--- src/rtl/ctrl_types_pkg.sv ---
// Operation codes shared between the cache interfaces and the cache controller.
package ctrl_types_pkg;
  typedef enum logic [1:0] {
    NOOP   = 2'd0,
    READ   = 2'd1,
    WRITE  = 2'd2,
    DELETE = 2'd3
  } operation_e;
endpackage

--- src/rtl/if_types_pkg.sv ---
// Key and value widths of the cache interface.
package if_types_pkg;
  localparam int KEY_WIDTH   = 16;
  localparam int VALUE_WIDTH = 32;
endpackage

--- src/rtl/cache_ctrl_arbiter.sv ---
// Round-robin arbiter that shares one cache controller between NUM_REQ request ports,
// with per-port pending slots, response routing and a WAIT-state watchdog.
module cache_ctrl_arbiter
  import ctrl_types_pkg::*;
#(
  parameter int NUM_REQ        = 2,
  parameter int TIMEOUT_CYCLES = 255,
  parameter int KEY_WIDTH      = if_types_pkg::KEY_WIDTH,
  parameter int VALUE_WIDTH    = if_types_pkg::VALUE_WIDTH
) (
  input  logic                   clk,
  input  logic                   rst,
  input  operation_e             req_operation_in [NUM_REQ],
  input  logic [KEY_WIDTH-1:0]   req_key_in       [NUM_REQ],
  input  logic [VALUE_WIDTH-1:0] req_value_in     [NUM_REQ],
  output logic                   req_ready_out    [NUM_REQ],
  output logic                   req_op_succ_out  [NUM_REQ],
  output logic [VALUE_WIDTH-1:0] req_value_out    [NUM_REQ],
  output logic                   req_overrun_out  [NUM_REQ],
  output operation_e             ctrl_operation_out,
  output logic [KEY_WIDTH-1:0]   ctrl_key_out,
  output logic [VALUE_WIDTH-1:0] ctrl_value_out,
  input  logic                   ctrl_ready_in,
  input  logic                   ctrl_op_succ_in,
  input  logic [VALUE_WIDTH-1:0] ctrl_value_in
);
  localparam int PW = $clog2(NUM_REQ);
  localparam int WW = $clog2(TIMEOUT_CYCLES + 1);

  localparam logic [1:0] S_IDLE  = 2'd0;
  localparam logic [1:0] S_ISSUE = 2'd1;
  localparam logic [1:0] S_WAIT  = 2'd2;
  localparam logic [1:0] S_RESP  = 2'd3;

  logic [1:0]             state_q, state_d;
  logic [PW-1:0]          grant_q, grant_d;
  logic [PW-1:0]          rr_ptr_q, rr_ptr_d;
  logic [WW-1:0]          wd_q, wd_d;
  logic                   succ_q, succ_d;
  logic [VALUE_WIDTH-1:0] rval_q, rval_d;

  logic                   slot_vld_q [NUM_REQ];
  logic                   slot_vld_d [NUM_REQ];
  operation_e             slot_op_q  [NUM_REQ];
  operation_e             slot_op_d  [NUM_REQ];
  logic [KEY_WIDTH-1:0]   slot_key_q [NUM_REQ];
  logic [KEY_WIDTH-1:0]   slot_key_d [NUM_REQ];
  logic [VALUE_WIDTH-1:0] slot_val_q [NUM_REQ];
  logic [VALUE_WIDTH-1:0] slot_val_d [NUM_REQ];
  logic                   overrun_q  [NUM_REQ];
  logic                   overrun_d  [NUM_REQ];

  logic done;
  logic found;
  int   idx;

  always_comb begin
    state_d  = state_q;
    grant_d  = grant_q;
    rr_ptr_d = rr_ptr_q;
    wd_d     = wd_q;
    succ_d   = succ_q;
    rval_d   = rval_q;
    done     = 1'b0;
    found    = 1'b0;
    idx      = 0;

    case (state_q)
      S_IDLE: begin
        // Scan starting at rr_ptr so the port after the last one served goes first.
        for (int k = 0; k < NUM_REQ; k++) begin
          idx = (int'(rr_ptr_q) + k) % NUM_REQ;
          if (!found && slot_vld_q[idx]) begin
            found   = 1'b1;
            grant_d = PW'(idx);
          end
        end
        if (found) state_d = S_ISSUE;
      end
      S_ISSUE: begin
        wd_d    = '0;
        state_d = S_WAIT;
      end
      S_WAIT: begin
        wd_d = wd_q + 1'b1;
        if (ctrl_ready_in) begin
          succ_d = ctrl_op_succ_in;
          rval_d = ctrl_value_in;
          done   = 1'b1;
        end else if (wd_d == WW'(TIMEOUT_CYCLES)) begin
          succ_d = 1'b0;
          rval_d = '0;
          done   = 1'b1;
        end
        if (done) begin
          rr_ptr_d = (grant_q == PW'(NUM_REQ - 1)) ? '0 : grant_q + 1'b1;
          state_d  = S_RESP;
        end
      end
      default: state_d = S_IDLE;
    endcase

    // A new strobe wins over the completion clearing the same slot.
    for (int i = 0; i < NUM_REQ; i++) begin
      slot_vld_d[i] = slot_vld_q[i];
      slot_op_d[i]  = slot_op_q[i];
      slot_key_d[i] = slot_key_q[i];
      slot_val_d[i] = slot_val_q[i];
      overrun_d[i]  = overrun_q[i];
      if (req_operation_in[i] != NOOP) begin
        if (!slot_vld_q[i] || (done && grant_q == PW'(i))) begin
          slot_vld_d[i] = 1'b1;
          slot_op_d[i]  = req_operation_in[i];
          slot_key_d[i] = req_key_in[i];
          slot_val_d[i] = req_value_in[i];
        end else begin
          overrun_d[i] = 1'b1;
        end
      end else if (done && grant_q == PW'(i)) begin
        slot_vld_d[i] = 1'b0;
      end
    end
  end

  always_ff @(posedge clk) begin
    if (rst) begin
      state_q  <= S_IDLE;
      grant_q  <= '0;
      rr_ptr_q <= '0;
      wd_q     <= '0;
      succ_q   <= 1'b0;
      rval_q   <= '0;
      for (int i = 0; i < NUM_REQ; i++) begin
        slot_vld_q[i] <= 1'b0;
        slot_op_q[i]  <= NOOP;
        slot_key_q[i] <= '0;
        slot_val_q[i] <= '0;
        overrun_q[i]  <= 1'b0;
      end
    end else begin
      state_q  <= state_d;
      grant_q  <= grant_d;
      rr_ptr_q <= rr_ptr_d;
      wd_q     <= wd_d;
      succ_q   <= succ_d;
      rval_q   <= rval_d;
      for (int i = 0; i < NUM_REQ; i++) begin
        slot_vld_q[i] <= slot_vld_d[i];
        slot_op_q[i]  <= slot_op_d[i];
        slot_key_q[i] <= slot_key_d[i];
        slot_val_q[i] <= slot_val_d[i];
        overrun_q[i]  <= overrun_d[i];
      end
    end
  end

  always_comb begin
    for (int i = 0; i < NUM_REQ; i++) begin
      req_ready_out[i]   = (state_q == S_RESP) && (grant_q == PW'(i));
      req_op_succ_out[i] = req_ready_out[i] && succ_q;
      req_value_out[i]   = req_ready_out[i] ? rval_q : '0;
      req_overrun_out[i] = overrun_q[i];
    end
  end

  // The granted slot stays untouched until completion, so it can drive key/value directly.
  assign ctrl_operation_out = (state_q == S_ISSUE) ? slot_op_q[grant_q] : NOOP;
  assign ctrl_key_out   = (state_q == S_ISSUE || state_q == S_WAIT) ? slot_key_q[grant_q] : '0;
  assign ctrl_value_out = (state_q == S_ISSUE || state_q == S_WAIT) ? slot_val_q[grant_q] : '0;

endmodule

--- config.mk ---
export PLATFORM = sky130hd
export DESIGN_NAME = cache_ctrl_arbiter
export DESIGN_NICKNAME = d
export VERILOG_FILES = /design/src/rtl/ctrl_types_pkg.sv /design/src/rtl/if_types_pkg.sv /design/src/rtl/cache_ctrl_arbiter.sv
export SDC_FILE = /design/constraint.sdc
export NUM_CORES = 1
export LEC_CHECK = 0
export CAP_MARGIN = 40
export CELL_PAD_IN_SITES_DETAIL_PLACEMENT = 1
export CELL_PAD_IN_SITES_GLOBAL_PLACEMENT = 2
export CORE_MARGIN = 2
export CORE_UTILIZATION = 28
export CTS_CLUSTER_DIAMETER = 80
export CTS_CLUSTER_SIZE = 14
export DETAILED_ROUTE_END_ITERATION = 10
export PLACE_DENSITY = 0.84
export SLEW_MARGIN = 20
export SYNTH_ARGS = -nofsm -noshare
export SYNTH_HDL_FRONTEND = slang
export SYNTH_SLANG_ARGS = --single-unit
--- constraint.sdc ---
create_clock -name clk -period 3.6 [get_ports clk]
set_input_delay 0.54 -clock clk [delete_from_list [all_inputs] [get_ports clk]]
set_output_delay 0.54 -clock clk [all_outputs]
set_load 0.05 [all_outputs]
# Word-level counts from Yosys, hierarchy flattened
# Memory sizes are Yosys's and may differ from the RTL's. A register that Yosys moved wholly into a read port is not among the register bits.
# Cells that the tools add are included.
[word_totals]
input_bits = 136
ramBits = 104
out_inout_bits = 120
mem_count = 5
word_cells = 127
ff_bits = 45
[memory_table]
columns = ["memory", "depth", "word_bits", "rd", "rd_clocked_by_memory_dff", "write_ports", "line", "text"]
rows = [
  ["slot_val_q", 2, 32, 1, 1, 2, "cache_ctrl_arbiter.sv:48", "logic [VALUE_WIDTH-1:0] slot_val_q [NUM_REQ];"],
  ["slot_key_q", 2, 16, 1, 1, 2, "cache_ctrl_arbiter.sv:46", "logic [KEY_WIDTH-1:0] slot_key_q [NUM_REQ];"],
  ["slot_op_q", 2, 2, 1, 1, 2, "cache_ctrl_arbiter.sv:44", "operation_e slot_op_q [NUM_REQ];"],
  ["overrun_q", 2, 1, 2, 0, 2, "cache_ctrl_arbiter.sv:50", "logic overrun_q [NUM_REQ];"],
  ["slot_vld_q", 2, 1, 4, 1, 2, "cache_ctrl_arbiter.sv:42", "logic slot_vld_q [NUM_REQ];"],
]
[op_classes]
add_sub_neg = 3
bitwise = 11
reduce_logical = 25
n_eq_ne = 10
n_mux = 67
[ops]
columns = ["operator", "n"]
rows = [
  ["2-to-1 mux 32 bit", 11],
  ["2-to-1 mux 16 bit", 7],
  ["2-to-1 mux 1 bit", 38],
  ["2-to-1 mux 2 bit", 9],
  ["case mux 8 bit (2 select lines)", 1],
  ["bitwise OR 1 bit", 10],
  ["nonzero test 2 bit", 5],
  ["adder 8 x 1 -> 8 bit, second input constant", 1],
  ["equality test 8 bit, second input constant", 1],
  ["!= test 2 bit, second input constant", 4],
  ["AND reduction 2 bit", 4],
  ["logical AND 1 bit", 7],
  ["case mux 2 bit (3 select lines)", 1],
  ["AND reduction 3 bit", 2],
  ["equality test 2 bit, second input constant", 2],
  ["logical NOT 1 bit", 3],
  ["logical OR 1 bit", 3],
  ["adder 1 bit, second input constant", 2],
  ["equality test 2 x 1 -> 1 bit, second input constant", 1],
  ["logical NOT 2 bit", 1],
  ["!= test 1 bit, second input constant", 2],
  ["inverter 1 bit", 1],
]

# Logic depth before layout (Yosys ltp)
# Gate-level depths: netlist of run 1.
[logic_depth]
depth_word = 11
ltp_mapped = 10
ltp_nobuf = 7

# Worst setup path before layout of run 1
# OpenSTA, ideal clock, no wires.
[synth_path]
kind = "flip-flop to flip-flop"
from = "register wd_q[0]"
to = "memory slot_key_q[0][0], enable pin"
setup_ps = 406
path_buffers = 0
synth_period_minus_slack_ps = 3068
t_required_ps = 3194
stages_incl_launch_ff = 7
arrival_time_ps = 2661
slack_ps = 532
cell_sequence = "dfxtp_1 > ha_1 > xnor2_1 > nor4_2 > nand3b_1 > o221ai_1 > a21o_1"
[synth_lines]
columns = ["item", "line", "text"]
rows = [
  ["start: declaration", "cache_ctrl_arbiter.sv:38", "logic [WW-1:0] wd_q, wd_d;"],
  ["start signal: assignment", "cache_ctrl_arbiter.sv:144", "wd_q <= wd_d;"],
  ["end: declaration", "cache_ctrl_arbiter.sv:46", ""],
]

# Worst setup path in the final report of run 1
[layout_path]
from = "register state_q[0]"
to = "output port ctrl_value_out[5]"
[layout_via]
elab_chain_len = 3
word_cells_on_any_way = 4
classes_between = "eq/ne: 2; mux: 1; reduce/logical: 1"
[layout_rtl]
columns = ["item", "line", "text"]
rows = [
  ["start: declaration", "cache_ctrl_arbiter.sv:35", "logic [1:0] state_q, state_d;"],
  ["start signal: assignment", "cache_ctrl_arbiter.sv:141", "state_q <= state_d;"],
  ["equality test 2 x 1 -> 1 bit or equality test 2 bit (tied branches)", "cache_ctrl_arbiter.sv:169", "assign ctrl_value_out = (state_q == S_ISSUE || state_q == S_WAIT) ? slot_val_q[grant_q] : '0;"],
  ["logical OR 1 bit *", "cache_ctrl_arbiter.sv:169", ""],
  ["2-to-1 mux 32 bit *", "cache_ctrl_arbiter.sv:169", ""],
  ["end: declaration", "cache_ctrl_arbiter.sv:22", "output logic [VALUE_WIDTH-1:0] ctrl_value_out,"],
]
# Every way passes the cells marked *; elsewhere a longest branch is shown, timed or not.

==> results.cfg, run 1 <==
[status]
status = finished clean

[yosys]
synth_area_per_cell_sq_um = 9.13
synth-async-reset-ratio_pct = 0
yosys_warnings = 0
synth_area_sq_mm = 0.00867
synthFlopType = edfxtp_1
ys_ff_latch = 151
yosysSeqAreaShare_pct = 46.4
syn-num-nets = 1092
synth_edf_count = 100
ys_types = 50
synthCells = 949

[worst_setup_path]
start_kind = flip-flop
cpLargestDelayFamily = buffers and inverters
cp.buffers_inverters = 4
critPathSlowestCell = clkdlybuf4s50_1
worstSetupPathType = flip-flop to primary output
critPathArrivalTime_ns = 2.80
critPathRequiredTime_ns = 3.06
worstPathMaxFanout = 32
ff2ff_setup_slack_ns = 0.75
critPathCaptureType = primary output
cp_slowest_stage_delay_ns = 0.82
crit_chain = inv_1, ha_1, inv_2, buf_12, nor2_1, clkdlybuf4s50_1

[place]
dp_hpwl_microns = 20200
gp_congestion = 0.768
io_buffers = 255
dp_worst_setup_slack_ns = 0.696

[floorplanning]
die_x_microns = 180
die_area_sq_mm = 0.0324
initial_core_util_pct = 28.4
boundaryPins = 256
row_count = 64
die_h_microns = 180
core-area_sq_mm = 0.0305

[cells_and_area]
nets = 1297
fill_cells = 3452
multi_input_area_sq_mm = 0.00426
regArea_sq_mm = 0.00403
syn_to_final_growth_pct = 44.4
final_layout_size_suffix_gt1_share_pct = 10.2

[route]
dr.pass1.iters = 4
drc = 0
drt_iter0_drc = 476
vias = 7735
antenna_left = 0
routed_wl_microns = 29200
viasPerCell = 4.94
wire_per_inst_microns = 18.6

[grt]
grt_pass1_vias = 7964
antenna_found_initial = 4
grt_max_degree = 99
grt_util_all_layers_pct = 17.7
grt_pass1_wl_microns = 45700
overflow = 0

[hold_path]
min_path_type = flip-flop to flip-flop

[clock_network]
post_cts_buffers = 0
cts_resized = 0
clkLatencyLatePin_ns = 0.44
cts_buffers = 17
cts.path.max_buffers = 2
postCtsHoldBufs = 0
clk_pin_slew_ns = 0.07
cts_sinks = 151
h-tree-depth = 4
cts_root_buf = clkbuf_16
cts_tree = yes

[sta]
timing.final.setup_violations = 0
clock_skew_ns = 0.0219
tightest_slew_ns = 0.766
final.setup.tns_ns = 0
period_share_pct = 92.8
finalMaxSlewViolations = 0
grt_setup_unrepaired = false
fin_ws_ns = 0.261
min_period_ns = 3.34
fmax_ghz = 0.299
finalHoldViolCount = 0
slew_headroom_pct = 48.9

[pwr]
total_power_uw = 6720
power.density_mw_per_mm2 = 538
p_leak_uw = 0.00461
vdd_ir_drop_max_uv = 352

[flow_run]
cap_violations = 0
-- report_power, final --
part / switching [uW] / internal (uW)
clock: 832 / 918
combinational: 1740 / 974
sequential: 163 / 2090
-- synth_stat cells, types with 4 or more instances --
cell | count | area share (%)
edfxtp_1 | 100 | 35
inv_1 | 6 | 0.26
nand2b_1 | 5 | 0.36
and2_1 | 34 | 2.5
buf_2 | 14 | 0.81
nand2_1 | 206 | 8.9
clkbuf_1 | 61 | 2.6
o2bb2ai_1 | 4 | 0.40
buf_1 | 6 | 0.26
o21ai_0 | 7 | 0.40
a21oi_1 | 12 | 0.69
and3_1 | 34 | 2.5
o22ai_2 | 21 | 3.0
nor2_1 | 68 | 2.9
o22ai_1 | 76 | 5.5
ha_1 | 7 | 1.0
dfxtp_1 | 51 | 12
buf_6 | 5 | 0.65
a22o_1 | 34 | 3.4
mux2i_1 | 51 | 5.9
nor2b_1 | 106 | 7.7
-- stage by stage --
stage               std cells  hold WS, ns  utilization [%]  cell area [sq um]
floorplan                 949        0.448                -               8670
global placement         1530        0.457             39.0              11900
detailed placement       1531        0.465             39.1              11900
CTS                      1563        0.487             41.0              12500
global route             1566        0.506             41.0              12500
finish                   1566        0.489             41.0              12500
-- path summary, 6_finish.rpt --
kind | depth (start not counted) | startpoint | end
worst max register to register | 7 | wd_q[0] | slot_key_q[0][1]
worst min register to register | 1 | rval_q[16] | rval_q[16]
worst min-delay path | 1 | rval_q[16] | rval_q[16]
worst max-delay path | 6 | state_q[0] | ctrl_value_out[5]
-- area by class of cell --
cell class | instances | share of cell area (%)
Antenna cell | 3 | 0.0600
Clock inverter | 14 | 1.13
Tap cell | 396 | 3.96
Clock buffer | 18 | 3.43
Sequential cell | 151 | 32.2
Timing Repair Buffer | 273 | 25.0
Multi-Input combinational cell | 704 | 34.0
Inverter | 7 | 0.210
-- placed cells by master (no fill, tap or decap), drive strengths merged, types with 2 or more instances in the layout --
master	netlist	final
o22ai	97	97
nor3	3	3
a21oi	12	12
and3	34	34
diode	0	3
inv	6	13
mux2	2	2
a31oi	2	2
a21o	3	3
clkdlybuf4s50	0	220
dfxtp	51	51
nor2	68	68
ha	7	7
o21ai	7	7
nand4	2	2
buf	26	53
nand2b	5	5
a22o	34	34
nand3b	2	2
or2	2	2
nor2b	106	106
o31ai	2	2
mux2i	51	51
clkinv	1	7
edfxtp	100	100
clkbuf	61	18
and2	35	35
nand3	3	3
nor4	2	2
a211oi	2	2
o2bb2ai	4	4
o22a	2	2
nand2	206	206
-- registers in the layout (all words and copies together) (netlist names), named ones only --
register / count
slot_val_q: 64
slot_op_q: 4
slot_vld_q: 2
rval_q: 32
state_q: 2
rr_ptr_q: 1
wd_q: 8
slot_key_q: 32
overrun_q: 2
succ_q: 1
grant_q: 1
-- routing by layer --
metal  track usage (%)  part of all wire (%)  up-vias
met5                 0                     0        -
met4              5.89                   2.1        0
met3              2.88                   4.9       33
met2              29.6                    47      236
met1              23.3                    45     3725
li1                  -                     -     3741
-- kinds of logic after synthesis --
logic type / after synthesis / synth area share (%)
simple gates: 472 / 26.3
compound gates: 171 / 15.3
flops: 151 / 46.4
buf+inv: 94 / 4.75
mux: 53 / 6.15
fa+ha+maj: 7 / 1.01
xor+xnor: 1 / 0.101
(Power assumes the default switching activity.)
==> run 2: changes to the inputs <==
--- a/config.mk
+++ b/config.mk
@@ -11,7 +11,6 @@
 export CORE_MARGIN = 2
 export CORE_UTILIZATION = 28
 export CTS_CLUSTER_DIAMETER = 80
-export CTS_CLUSTER_SIZE = 14
 export DETAILED_ROUTE_END_ITERATION = 10
 export PLACE_DENSITY = 0.84
 export SLEW_MARGIN = 20
==> results of run 2 <==
Final layout, timing and power as in run 1 (identical DEF).
==> variant (flow settings as in run 1) <==
Change the package constant `KEY_WIDTH` from 16 to 14.
--- a/src/rtl/if_types_pkg.sv
+++ b/src/rtl/if_types_pkg.sv
@@ -1,6 +1,6 @@
 // Key and value widths of the cache interface.
 package if_types_pkg;
-  localparam int KEY_WIDTH   = 16;
+  localparam int KEY_WIDTH   = 14;
   localparam int VALUE_WIDTH = 32;
 endpackage
 
Ports: changed (resized ctrl_key_out and req_key_in); port bits go from 256 to 250. No check against the original RTL was run, so the function may have changed too.
==> variant against run 1 <==
Utilization about the same. Sequential cell count down 4. Non-clock buffer count down 2. Area after synthesis up 0.33%. Total power down 0.85%. Count of clock-buffer cells in the layout down 1. Via count down 3.0%. Die area up 0.32%. Cell area up 0.33%. Wire length down 2.9%. First-iteration DRC count unchanged. Worst setup slack worse by 0.029 ns. Critical endpoint is now ctrl_value_out[8]. Largest power group unchanged.
==> variant: results (changes against run 1) <==
drt via density: 4.88 (-1.2%)
first-pass GRT wire length: 44500 um (-2.6%)
Clock transition at path regs: 0.07 ns (about the same)
maximum buffer depth of the clock tree: 2 (unchanged)
Antenna Cells: 0 (-3)
first-pass iteration count of the detailed router: 6 (+2)
asr flop ratio synth: 0 (unchanged)
hold slack final: 0.436 ns (-0.0529 ns)
LEAKAGE: 4.63 nW (+0.47%)
WL final: 28300 um (-2.9%)
vias in the first global route: 7794 (-2.1%)
# port buffers: 249 (-2.4%)
Top Registers: slot_val_q (64), rval_q (32), slot_key_q (28)
htree depth: 4 (unchanged)
worst-path fanout max: 33 (+3.1%)
status: completed
number of synthesized flops with an enable pin: 96 (-4.0%)
worst r2r path cells: 7 (unchanged)
largest net degree at the start of global routing: 95 (-4.0%)
Post-CTS Setup Inserts: 0 (unchanged)
routed vias: 7502 (-3.0%)
gpl congestion: 0.767 (-0.13%)
GRT Util Overall: 0.171 (-0.00620)
final net count: 1267 (-2.3%)
Synth Area per Inst: 9.42 um2 (+3.2%)
first-iteration detailed-routing DRC count: 476 (unchanged)
Ys Warns: 0 (unchanged)
placed instance area: 11900 um2 (-0.13%)
Synth area leaders: edfxtp_1 (33%), dfxtp_1 (12%), nand2_1 (8.5%)
library cells used by synthesis: 48 (-4.0%)
most frequent cells after synthesis: nand2_1 (198), nor2b_1 (102), edfxtp_1 (96)
Max-slew headroom: 0.446 (-0.0426)
worst skew pair latency: 0.43 ns
syn_nets: 1062 (-2.7%)
hold depth: 2 (+1)
CTS resizes: 0 (unchanged)
Max rail drop VDD: 0.347 mV (-1.4%)
P_int: 3.93 mW (-1.4%)
Root Driver: clkbuf_16
WP data arrival: 2.83 ns (+0.03 ns)
layout cells sized above 1: 0.143 (+0.0409)
DP Cell Count: 1504 (-1.8%)
reg2reg setup slack: 0.80 ns (+0.05 ns)
total CTS buffers: 17 (unchanged)
initial antenna violation count: 0 (-4)
post-DP HPWL: 19200 um (-4.8%)
register area share after synthesis: 0.449 (-0.0154)
Post-Place Worst Slack: 0.555 ns (-0.141 ns)
clk_skew: 0.0164 ns (-0.00551 ns)
min cycle time layout: 3.37 ns (+0.0289 ns)
Hold WC Path Type: in -> reg
[variant: cell type report]
type | count | area (um2)
well taps | 396 | 495
fillers | 3347 | 18000
repair buffers | 271 | 3130
clock inverters | 15 | 178
flip-flops and latches | 147 | 3910
inverters | 7 | 26.3
multi-input cells | 684 | 4390
clock buffers | 17 | 425
[variant: layer usage]
metal  GRT usage  share of wire  up-vias
met4      0.0345         0.0077        0
met5           0              0        -
met2       0.290           0.49      168
met3      0.0279          0.039       11
li1            -              -     3639
met1       0.230           0.46     3684
[variant: power groups by stage]
stage | logic (mW) | clock network [mW] | registers (mW)
global placement | 2.66 | 0 | 2.21
global route | 2.87 | 1.91 | 2.21
finish | 2.68 | 1.80 | 2.18
CTS | 2.71 | 1.85 | 2.19
detailed placement | 2.70 | 0 | 2.22
floorplan | 1.80 | 0 | 2.14
[variant: final timing paths]
| check | startpoint | endpoint |
|---|---|---|
| worst max-delay path | state_q[1]$_SDFFE_PP0P_ | ctrl_value_out[8] |
| worst min-delay path | rst | slot_vld_q[0]$_SDFFE_PP0P_ |
| worst max register to register | wd_q[0]$_SDFFE_PP0N_ | slot_val_q[1][6]$_SDFFCE_PN0P_ |
| worst min register to register | overrun_q[0][0]$_SDFFE_PP0P_ | overrun_q[0][0]$_SDFFE_PP0P_ |
[variant: cell families (layout without fill, tap and decap cells)]
kind of cell | after synthesis | count (layout) | share of synthesized area
xor gates and xnor gates | 1 | 1 | 0.00101
muxes | 51 | 51 | 0.0590
buffers and inverters | 92 | 310 | 0.0485
DFF | 147 | 147 | 0.449
AOI/OAI and AO/OA | 167 | 167 | 0.178
adders and majority gates | 7 | 7 | 0.0101
and+or+nand+nor | 458 | 458 | 0.255
[variant: critical path, stage by stage, from the launching register on]
cell	delay [ns]
dfxtp_1	0.42
inv_1	0.11
ha_1	0.41
inv_2	0.21
buf_6	0.26
nor2_1	0.16
clkdlybuf4s50_1	0.84
